<file path="src/rtl/key_search_pkg.sv">
// Shared definitions for the RC4 key-search scheduler: FSM state codes and S-RAM owner codes.
package key_search_pkg;

    typedef logic [3:0] state_t;

    localparam state_t S_IDLE      = 4'd0;
    localparam state_t S_LOAD_KEY  = 4'd1;
    localparam state_t S_INIT      = 4'd2;
    localparam state_t S_W_INIT    = 4'd3;
    localparam state_t S_SHUF      = 4'd4;
    localparam state_t S_W_SHUF    = 4'd5;
    localparam state_t S_DEC       = 4'd6;
    localparam state_t S_W_DEC     = 4'd7;
    localparam state_t S_CHK       = 4'd8;
    localparam state_t S_W_CHK     = 4'd9;
    localparam state_t S_NEXT_KEY  = 4'd10;
    localparam state_t S_FOUND     = 4'd11;
    localparam state_t S_EXHAUSTED = 4'd12;
    localparam state_t S_ERROR     = 4'd13;

    localparam logic [1:0] MEM_INIT = 2'd0;
    localparam logic [1:0] MEM_SHUF = 2'd1;
    localparam logic [1:0] MEM_DEC  = 2'd2;
    localparam logic [1:0] MEM_NONE = 2'd3;

    function automatic logic is_wait(input state_t s);
        return (s == S_W_INIT) || (s == S_W_SHUF) || (s == S_W_DEC) || (s == S_W_CHK);
    endfunction

    // States in which start is honoured and the search is not running.
    function automatic logic is_parked(input state_t s);
        return (s == S_IDLE) || (s == S_FOUND) || (s == S_EXHAUSTED) || (s == S_ERROR);
    endfunction

endpackage

</file>
<file path="src/rtl/flopr_en.sv">
// Resettable register with synchronous clear and enable; clear wins over enable.
module flopr_en #(
    parameter int              W       = 8,
    parameter logic [W-1:0]    RST_VAL = '0
) (
    input  logic         clk,
    input  logic         reset,
    input  logic         en,
    input  logic         clr,
    input  logic [W-1:0] d,
    output logic [W-1:0] q
);

    always_ff @(posedge clk or posedge reset) begin
        if (reset)
            q <= RST_VAL;
        else if (clr)
            q <= RST_VAL;
        else if (en)
            q <= d;
    end

endmodule

</file>
<file path="src/rtl/stage_watchdog.sv">
// Per-stage down-counter: reloaded by each stage launch, expires after TIMEOUT_CYCLES-1 wait cycles
// so the FSM lands in ERROR exactly TIMEOUT_CYCLES cycles after the launch pulse.
module stage_watchdog #(
    parameter int TIMEOUT_CYCLES = 4096
) (
    input  logic clk,
    input  logic reset,
    input  logic load,
    input  logic count,
    output logic expired
);

    localparam int            CW       = $clog2(TIMEOUT_CYCLES + 1);
    localparam logic [CW-1:0] LOAD_VAL = CW'(TIMEOUT_CYCLES - 1);

    logic [CW-1:0] r_cnt;

    always_ff @(posedge clk or posedge reset) begin
        if (reset)
            r_cnt <= '0;
        else if (load)
            r_cnt <= LOAD_VAL;
        else if (count && (r_cnt != '0))
            r_cnt <= r_cnt - CW'(1);
    end

    assign expired = count && (r_cnt == CW'(1));

endmodule

</file>
<file path="src/rtl/key_search_ctrl.sv">
// RC4 key-search scheduler: sequences init/shuffle/decrypt/check per key and owns the S-RAM select.
// Optional per-stage watchdog enabled by defining KEY_SEARCH_TIMEOUT_EN.
module key_search_ctrl
    import key_search_pkg::*;
#(
    parameter int                    KEY_WIDTH      = 24,
    parameter logic [KEY_WIDTH-1:0]  KEY_START      = 24'h000000,
    parameter logic [KEY_WIDTH-1:0]  KEY_MAX        = 24'h3FFFFF,
    parameter int                    TIMEOUT_CYCLES = 4096
) (
    input  logic                 clk,
    input  logic                 reset,
    input  logic                 start,
    output logic [KEY_WIDTH-1:0] secret_key,
    output logic                 init_start,
    input  logic                 init_finished,
    output logic                 shuffle_start,
    input  logic                 shuffle_finished,
    output logic                 decrypt_start,
    input  logic                 decrypt_finished,
    output logic                 check_start,
    input  logic                 check_finished,
    input  logic                 check_pass,
    output logic [1:0]           mem_sel,
    output logic                 busy,
    output logic                 found,
    output logic                 exhausted,
    output logic                 err
);

    // The watchdog reloads with TIMEOUT_CYCLES-1 and expires on reaching 1, so it needs at least 2.
    if (TIMEOUT_CYCLES < 2) begin : g_bad_timeout
        $error("key_search_ctrl: TIMEOUT_CYCLES must be at least 2");
    end

    state_t r_state;
    state_t w_next;
    logic   w_launch;
    logic   w_key_clr;
    logic   w_key_en;
    logic   w_at_max;
    logic   w_expired;

    assign w_at_max  = (secret_key == KEY_MAX);
    assign w_key_clr = (r_state == S_LOAD_KEY);
    assign w_key_en  = (r_state == S_NEXT_KEY);
    assign w_launch  = (r_state == S_INIT) || (r_state == S_SHUF) ||
                       (r_state == S_DEC)  || (r_state == S_CHK);

    flopr_en #(
        .W       (KEY_WIDTH),
        .RST_VAL (KEY_START)
    ) u_key (
        .clk   (clk),
        .reset (reset),
        .en    (w_key_en),
        .clr   (w_key_clr),
        .d     (secret_key + KEY_WIDTH'(1)),
        .q     (secret_key)
    );

`ifdef KEY_SEARCH_TIMEOUT_EN
    stage_watchdog #(
        .TIMEOUT_CYCLES (TIMEOUT_CYCLES)
    ) u_wdog (
        .clk     (clk),
        .reset   (reset),
        .load    (w_launch),
        .count   (is_wait(r_state)),
        .expired (w_expired)
    );
    assign err = (r_state == S_ERROR);
`else
    assign w_expired = 1'b0;
    assign err       = 1'b0;
`endif

    always_comb begin
        w_next = r_state;
        case (r_state)
            S_IDLE, S_FOUND, S_EXHAUSTED, S_ERROR: if (start) w_next = S_LOAD_KEY;
            S_LOAD_KEY: w_next = S_INIT;
            S_INIT:     w_next = S_W_INIT;
            S_W_INIT:   if (init_finished) w_next = S_SHUF;
            S_SHUF:     w_next = S_W_SHUF;
            S_W_SHUF:   if (shuffle_finished) w_next = S_DEC;
            S_DEC:      w_next = S_W_DEC;
            S_W_DEC:    if (decrypt_finished) w_next = S_CHK;
            S_CHK:      w_next = S_W_CHK;
            // An accept outranks a reject arriving in the same cycle.
            S_W_CHK: begin
                if (check_pass)
                    w_next = S_FOUND;
                else if (check_finished)
                    w_next = w_at_max ? S_EXHAUSTED : S_NEXT_KEY;
            end
            S_NEXT_KEY: w_next = S_INIT;
            default:    w_next = S_IDLE;
        endcase
        // A stage that completes on the expiry cycle still advances normally.
        if (w_expired && (w_next == r_state))
            w_next = S_ERROR;
    end

    always_ff @(posedge clk or posedge reset) begin
        if (reset)
            r_state <= S_IDLE;
        else
            r_state <= w_next;
    end

    always_comb begin
        mem_sel = MEM_NONE;
        case (r_state)
            S_INIT, S_W_INIT: mem_sel = MEM_INIT;
            S_SHUF, S_W_SHUF: mem_sel = MEM_SHUF;
            S_DEC,  S_W_DEC:  mem_sel = MEM_DEC;
            default:          mem_sel = MEM_NONE;
        endcase
    end

    assign init_start    = (r_state == S_INIT);
    assign shuffle_start = (r_state == S_SHUF);
    assign decrypt_start = (r_state == S_DEC);
    assign check_start   = (r_state == S_CHK);
    assign busy          = !is_parked(r_state) && (r_state != S_LOAD_KEY);
    assign found         = (r_state == S_FOUND);
    assign exhausted     = (r_state == S_EXHAUSTED);

endmodule

</file>
<file path="config.mk">
export PLATFORM = sky130hd
export DESIGN_NAME = key_search_ctrl
export DESIGN_NICKNAME = d
export VERILOG_FILES = /design/src/rtl/key_search_pkg.sv /design/src/rtl/flopr_en.sv /design/src/rtl/stage_watchdog.sv /design/src/rtl/key_search_ctrl.sv
export SDC_FILE = /design/constraint.sdc
export NUM_CORES = 1
export LEC_CHECK = 0
export CAP_MARGIN = 20
export CORE_ASPECT_RATIO = 0.7
export CORE_MARGIN = 5
export CORE_UTILIZATION = 53
export DETAILED_ROUTE_END_ITERATION = 12
export PLACE_DENSITY = 0.92
export SLEW_MARGIN = 20
export SYNTH_ARGS = -nofsm -noshare
export SYNTH_HDL_FRONTEND = slang
export SYNTH_SLANG_ARGS = --single-unit
</file>
<file path="constraint.sdc">
create_clock -name clk -period 2.9 [get_ports clk]
set_input_delay 0.29 -clock clk [delete_from_list [all_inputs] [get_ports clk]]
set_output_delay 0.29 -clock clk [all_outputs]
set_load 0.05 [all_outputs]
</file>
==> results of run 1 <==
logic make-up after synthesis:
family          Yosys count  synth area share (%)
fa+ha+maj                 1                 0.707
xor+xnor                  7                  3.47
mux                       2                  1.13
other cells               1                 0.212
compound gates           45                  16.1
simple gates             99                  34.2
buf+inv                  18                  4.67
flops                    28                  39.6
state kept, by name, indices dropped and copies added, names as in the netlist:
register / flops
r_state: 4
u_key.q: 24
worst max path at each step:
stage	startpoint	endpoint
6_report	r_state[1]	busy
5_1_grt	r_state[1]	busy
4_1_cts	r_state[1]	busy
3_5_place_dp	r_state[2]	u_key.q[22]
3_3_place_gp	check_pass	r_state[2]
2_1_floorplan	r_state[2]	busy
tightest hold or removal path: stages:
cell and delay (ps):
clkdlybuf4s50_1 390, inv_1 50, buf_4 320
power by group through the flow:
| stage | combinational, mW | sequential [mW] | clock (mW) |
|---|---|---|---|
| floorplan | 0.634 | 0.488 | 0 |
| CTS | 0.798 | 0.554 | 0.245 |
| finish | 0.800 | 0.558 | 0.239 |
| detailed placement | 0.796 | 0.564 | 0 |
| global placement | 0.789 | 0.558 | 0 |
| global route | 0.855 | 0.571 | 0.256 |
final cells by class:
| class | count | area, um^2 |
|---|---|---|
| inverters | 6 | 22.5 |
| fillers | 250 | 918 |
| multi-input cells | 155 | 995 |
| clock buffers | 4 | 55.1 |
| well taps | 38 | 47.5 |
| flip-flops and latches | 28 | 701 |
| repair buffers | 44 | 430 |
synth_stat cells, drive strengths merged (2+ instances only):
cell type  instances  share of area (%)
inv                6                1.3
and4               2               0.99
dfrtp             28                 40
a2111oi            2                1.1
nand3              3               0.85
mux2i              2                1.1
nand2             22                4.7
nor3               7                2.0
or3                7                2.5
and2               3                1.1
nand4              9                3.5
or2                3                1.1
and3               4                1.4
a21oi             17                4.8
o41ai              2               0.99
a31oi              3                1.1
or4b               2                1.1
nand2b             6                2.1
clkbuf             7                1.5
or4               10                4.5
buf                5                1.9
xnor2              3                1.5
o21ai              7                2.0
nor4bb             2                1.1
xor2               4                2.0
o31ai              9                3.8
nor2              11                2.3
per-layer routing:
layer / GRT usage [%] / vias up / wire length [um] / part of all wire, %
met3: 4.13 / 5 / 319 / 7.6
li1: - / 831 / - / -
met1: 29.9 / 791 / 2080 / 50
met2: 25.5 / 65 / 1760 / 42
met4: 4.17 / 0 / 27 / 0.65
met5: 0 / - / 0 / 0
placed cells by master, fill, tap and decap left out, types with 2 or more instances in the layout:
cell	synthesis	routed
nor3_1	7	7
o31ai_1	9	9
or4_1	9	9
and2_1	3	3
nand3_1	3	3
buf_4	1	4
o21ai_0	7	7
xor2_1	4	4
clkdlybuf4s50_1	0	40
mux2i_1	2	2
clkbuf_8	0	4
dfrtp_1	28	28
or3_1	7	7
a21oi_1	17	17
nor2_1	11	11
and3_1	4	4
nand4_1	8	8
o41ai_1	2	2
and4_1	2	2
a31oi_1	3	3
or4b_2	2	2
or2_2	3	3
nand2_1	22	22
xnor2_1	3	3
nand2b_1	6	6
inv_1	6	6
nor4bb_1	2	2
==> results.py, run 1 <==
metrics = {
    "run": {
        "cap_violations": 0,
    },
    "status": {
        "status": "finished clean",
    },
    "power_and_ir_drop": {
        "p_int_mw": 0.859,
        "power_density_mw_per_mm2": 709,
        "clockPowerShare_pct": 15.0,
        "power_frac_comb_pct": 50.1,
        "power_frac_seq_pct": 34.9,
        "total_leakage_power_nw": 0.886,
        "switchingPower_mw": 0.737,
        "sw_frac_of_total_pct": 46.2,
        "finalPower_mw": 1.60,
        "peakVddDrop_mv": 0.431,
    },
    "routing": {
        "first_pass_iters": 4,
        "drtIter0Drc": 153,
        "ant_nets": 0,
        "via_count": 1692,
        "routed_wl_um": 4190,
        "drc": 0,
        "via_per_inst": 6.15,
        "wire_per_inst_um": 15.2,
    },
    "yosys": {
        "yosys_register_bits": 28,
        "synth_edf_count": 0,
        "syn_area_mm2": 0.00177,
        "postSynth.asyncResetShare_pct": 100,
        "ys_warn_count": 0,
        "synth.distinct_cells": 47,
        "syn-num-nets": 210,
        "synthFlopType": "dfrtp_1",
        "yosysSeqAreaShare_pct": 39.6,
        "synth_cells": 201,
        "avgSynthCellArea_um2": 8.80,
    },
    "worst_setup_path": {
        "r2r_cells": 4,
        "cp_top_family": "buffers and inverters",
        "rr_endpoint": "u_key.q[22]",
        "critical_path.max_fanout": 17,
        "path_class": "reg -> out",
        "worstPathCellList": "buf_4 > inv_1 > a31oi_1 > clkdlybuf4s50_1",
        "timing.critical_path.buf_inv": 3,
        "cp-end-kind": "output port",
        "worstPathArrival_ps": 2280,
        "reg2reg_slack_ps": 560,
        "max_stage_delay_ps": 830,
        "worst_path_max_delay_cell": "clkdlybuf4s50_1",
        "required_ps": 2610,
        "cp-start-kind": "flop",
        "worstReg2RegStart": "r_state[2]",
        "crit_cells": 4,
    },
    "floorplanning": {
        "core_area_mm2": 0.00317,
        "initial_core_util_pct": 55.8,
        "die_h_um": 58.3,
        "die_w_um": 79.1,
        "die_area_mm2": 0.00461,
        "rows": 17,
        "ioPinCount": 42,
    },
    "finish": {
        "drive_above_1_share_pct": 7.59,
        "stdcell_area_mm2": 0.00225,
        "final_util_pct": 71.0,
        "final_nets": 247,
        "syn_to_final_growth_pct": 27.2,
        "antenna_cells": 0,
        "instances_no_fill": 275,
    },
    "global_route": {
        "track_usage_pct": 18.7,
        "overflow": 0,
        "antenna_found_initial": 0,
        "grt_pass1_vias": 1446,
        "grt_max_degree": 29,
        "grt_pass1_wl_um": 6890,
    },
    "place": {
        "pre_cts_ws_ps": 599,
        "dp.cells": 271,
        "dpl.hpwl_um": 3060,
        "dpl-instance-area_mm2": 0.00220,
        "portBuffers": 40,
        "gp_congestion": 0.881,
    },
    "sta": {
        "drv_slew": 0,
        "setup_viol": 0,
        "hold_viol": 0,
        "max_slew_margin_pct": 43.1,
        "fmax_mhz": 389,
        "skew_ps": 5.18,
        "timing.final.ws_setup_ps": 329,
        "rsz0062_at_grt": "false",
        "setup_tns_ps": 0,
        "hold_slack_ps": 361,
        "worst_pin_slew_ps": 851,
        "timing.final.crit_share_pct": 88.7,
        "period_needed_ps": 2570,
    },
    "clocking": {
        "clk_latency_ps": 280,
        "ctsLongestPathBuffers": 2,
        "cts_resized": 0,
        "post_cts_buffers": 0,
        "cts_tree": "built",
        "hold_buffers": 0,
        "numCtsBuffers": 3,
        "h-tree-depth": 1,
        "cts_root_buf": "clkbuf_8",
        "cts.sinks": 28,
        "cts.clk_slew.worst_paths_ps": 90,
    },
    "worst_hold_path": {
        "hp-class": "in -> async",
    },
}
Power figures use the tool's default switching activity.
==> inputs of run 2 (changes only) <==
Settings changed: CORE_MARGIN 5 to 10.
==> results.py, run 2 (synthesis gave the netlist of run 1 again) <==
metrics = {
    "floorplanning": {
        "die_h_um": 68.3,
        "ioPinCount": 42,
        "rows": 17,
        "die_w_um": 89.1,
        "die_area_mm2": 0.00609,
        "initial_core_util_pct": 55.8,
        "core_area_mm2": 0.00317,
    },
    "worst_setup_path": {
        "worstReg2RegStart": "r_state[2]",
        "path_class": "reg -> out",
        "cp-start-kind": "flop",
        "r2r_cells": 4,
        "cp-end-kind": "output port",
        "rr_endpoint": "u_key.q[22]",
        "worstPathArrival_ps": 2240,
        "required_ps": 2610,
        "critical_path.max_fanout": 12,
        "reg2reg_slack_ps": 540,
    },
    "global_route": {
        "met1_usage_pct": 20.3,
        "gr-usage-met3_pct": 4.98,
        "grt_pass1_vias": 1566,
        "overflow": 0,
        "grt.busiest_layer": "met2",
        "track_usage_pct": 14.8,
        "grt_max_degree": 29,
        "grt_pass1_wl_um": 7310,
        "grt_util_met2_pct": 22.6,
        "antenna_found_initial": 0,
    },
    "clocking": {
        "cts.sinks": 28,
        "cts_root_buf": "clkbuf_8",
        "clk_latency_ps": 270,
        "post_cts_buffers": 0,
        "numCtsBuffers": 3,
        "cts.clk_slew.worst_paths_ps": 90,
        "cts_tree": "built",
        "cts_resized": 0,
        "hold_buffers": 0,
        "ctsLongestPathBuffers": 2,
        "h-tree-depth": 1,
    },
    "sta": {
        "drv_slew": 0,
        "setup_tns_ps": 0,
        "max_slew_margin_pct": 46.1,
        "period_needed_ps": 2530,
        "timing.final.crit_share_pct": 87.3,
        "hold_viol": 0,
        "timing.final.ws_setup_ps": 369,
        "rsz0062_at_grt": "false",
        "skew_ps": 3.16,
        "setup_viol": 0,
        "worst_pin_slew_ps": 806,
        "fmax_mhz": 395,
    },
    "finish": {
        "syn_to_final_growth_pct": 26.7,
        "final_common_cell": "clkdlybuf4s50_1",
        "largest_reg_flops": 24,
        "antenna_cells": 0,
        "drive_above_1_share_pct": 7.59,
        "final_cell_mix": "clkdlybuf4s50_1 (40), dfrtp_1 (28), nand2_1 (22)",
        "instances_no_fill": 275,
        "final_nets": 247,
        "regMostFlops": "u_key.q",
        "top_regs": "u_key.q (24), r_state (4)",
    },
    "place": {
        "gp_congestion": 0.957,
        "portBuffers": 40,
        "dpl.hpwl_um": 3440,
        "pre_cts_ws_ps": 582,
        "dp.cells": 271,
    },
    "worst_hold_path": {
        "hp-class": "in -> async",
    },
    "routing": {
        "drtIter0Drc": 197,
        "ant_nets": 0,
        "via_per_inst": 6.20,
        "drc": 0,
        "routed_wl_um": 4540,
        "first_pass_iters": 4,
        "wire_per_inst_um": 16.5,
        "via_count": 1704,
    },
    "power_and_ir_drop": {
        "total_leakage_power_nw": 0.882,
        "peakVddDrop_mv": 0.335,
        "power_density_mw_per_mm2": 707,
    },
    "run": {
        "cap_violations": 0,
    },
    "status": {
        "status": "finished clean",
    },
}
-- run 2: per-stage QoR --
stage,total power [mW],hold WS (ps),util (%),cell area [um^2]
finish,1.58,367,70.7,2240
global route,1.68,402,70.7,2240
CTS,1.58,377,70.7,2240
detailed placement,1.35,564,69.0,2190
global placement,1.33,557,69.0,2190
floorplan,1.12,355,-,1770
-- run 2: worst max-delay path, stage by stage (launching register included) --
cell and delay (ps):
dfrtp_1 550, buf_4 260, nand4b_1 120, inv_1 80, a31oi_1 140, clkdlybuf4s50_1 820
-- run 2: final cells by class --
cell class              instances  area (um^2)
repair buffers                 44          430
inverters                       6         22.5
flip-flops and latches         28          701
clock buffers                   4         55.1
well taps                      38         47.5
fillers                       247          927
multi-input cells             155          986
-- run 2: worst max-delay path by stage --
stage / start / endpoint / slack, ps / depth (start not counted)
after floorplan: r_state[2] / busy / 640 / 4
after global placement: r_state[2] / u_key.q[22] / 660 / 4
after detailed placement: r_state[2] / u_key.q[22] / 580 / 4
after CTS: r_state[1] / busy / 370 / 5
after global routing: r_state[1] / busy / 250 / 5
final: r_state[1] / busy / 370 / 5
-- run 2: layer usage --
metal,wire length (um),vias up,share of wire (%)
met5,0,-,0
met4,0,0,0
met3,405,0,8.9
met2,2050,66,45
met1,2080,811,46
li1,-,827,-
-- run 2: where the power goes --
group | switching [mW] | internal (mW)
logic | 0.493 | 0.306
registers | 0.124 | 0.424
clock network | 0.115 | 0.121
total | 0.733 | 0.852
==> inputs of run 3 (changes only) <==
Settings changed: TNS_END_PERCENT from default to 1.
==> results of run 3 <==
No change in the layout: final DEF, timing and power equal those of run 2.
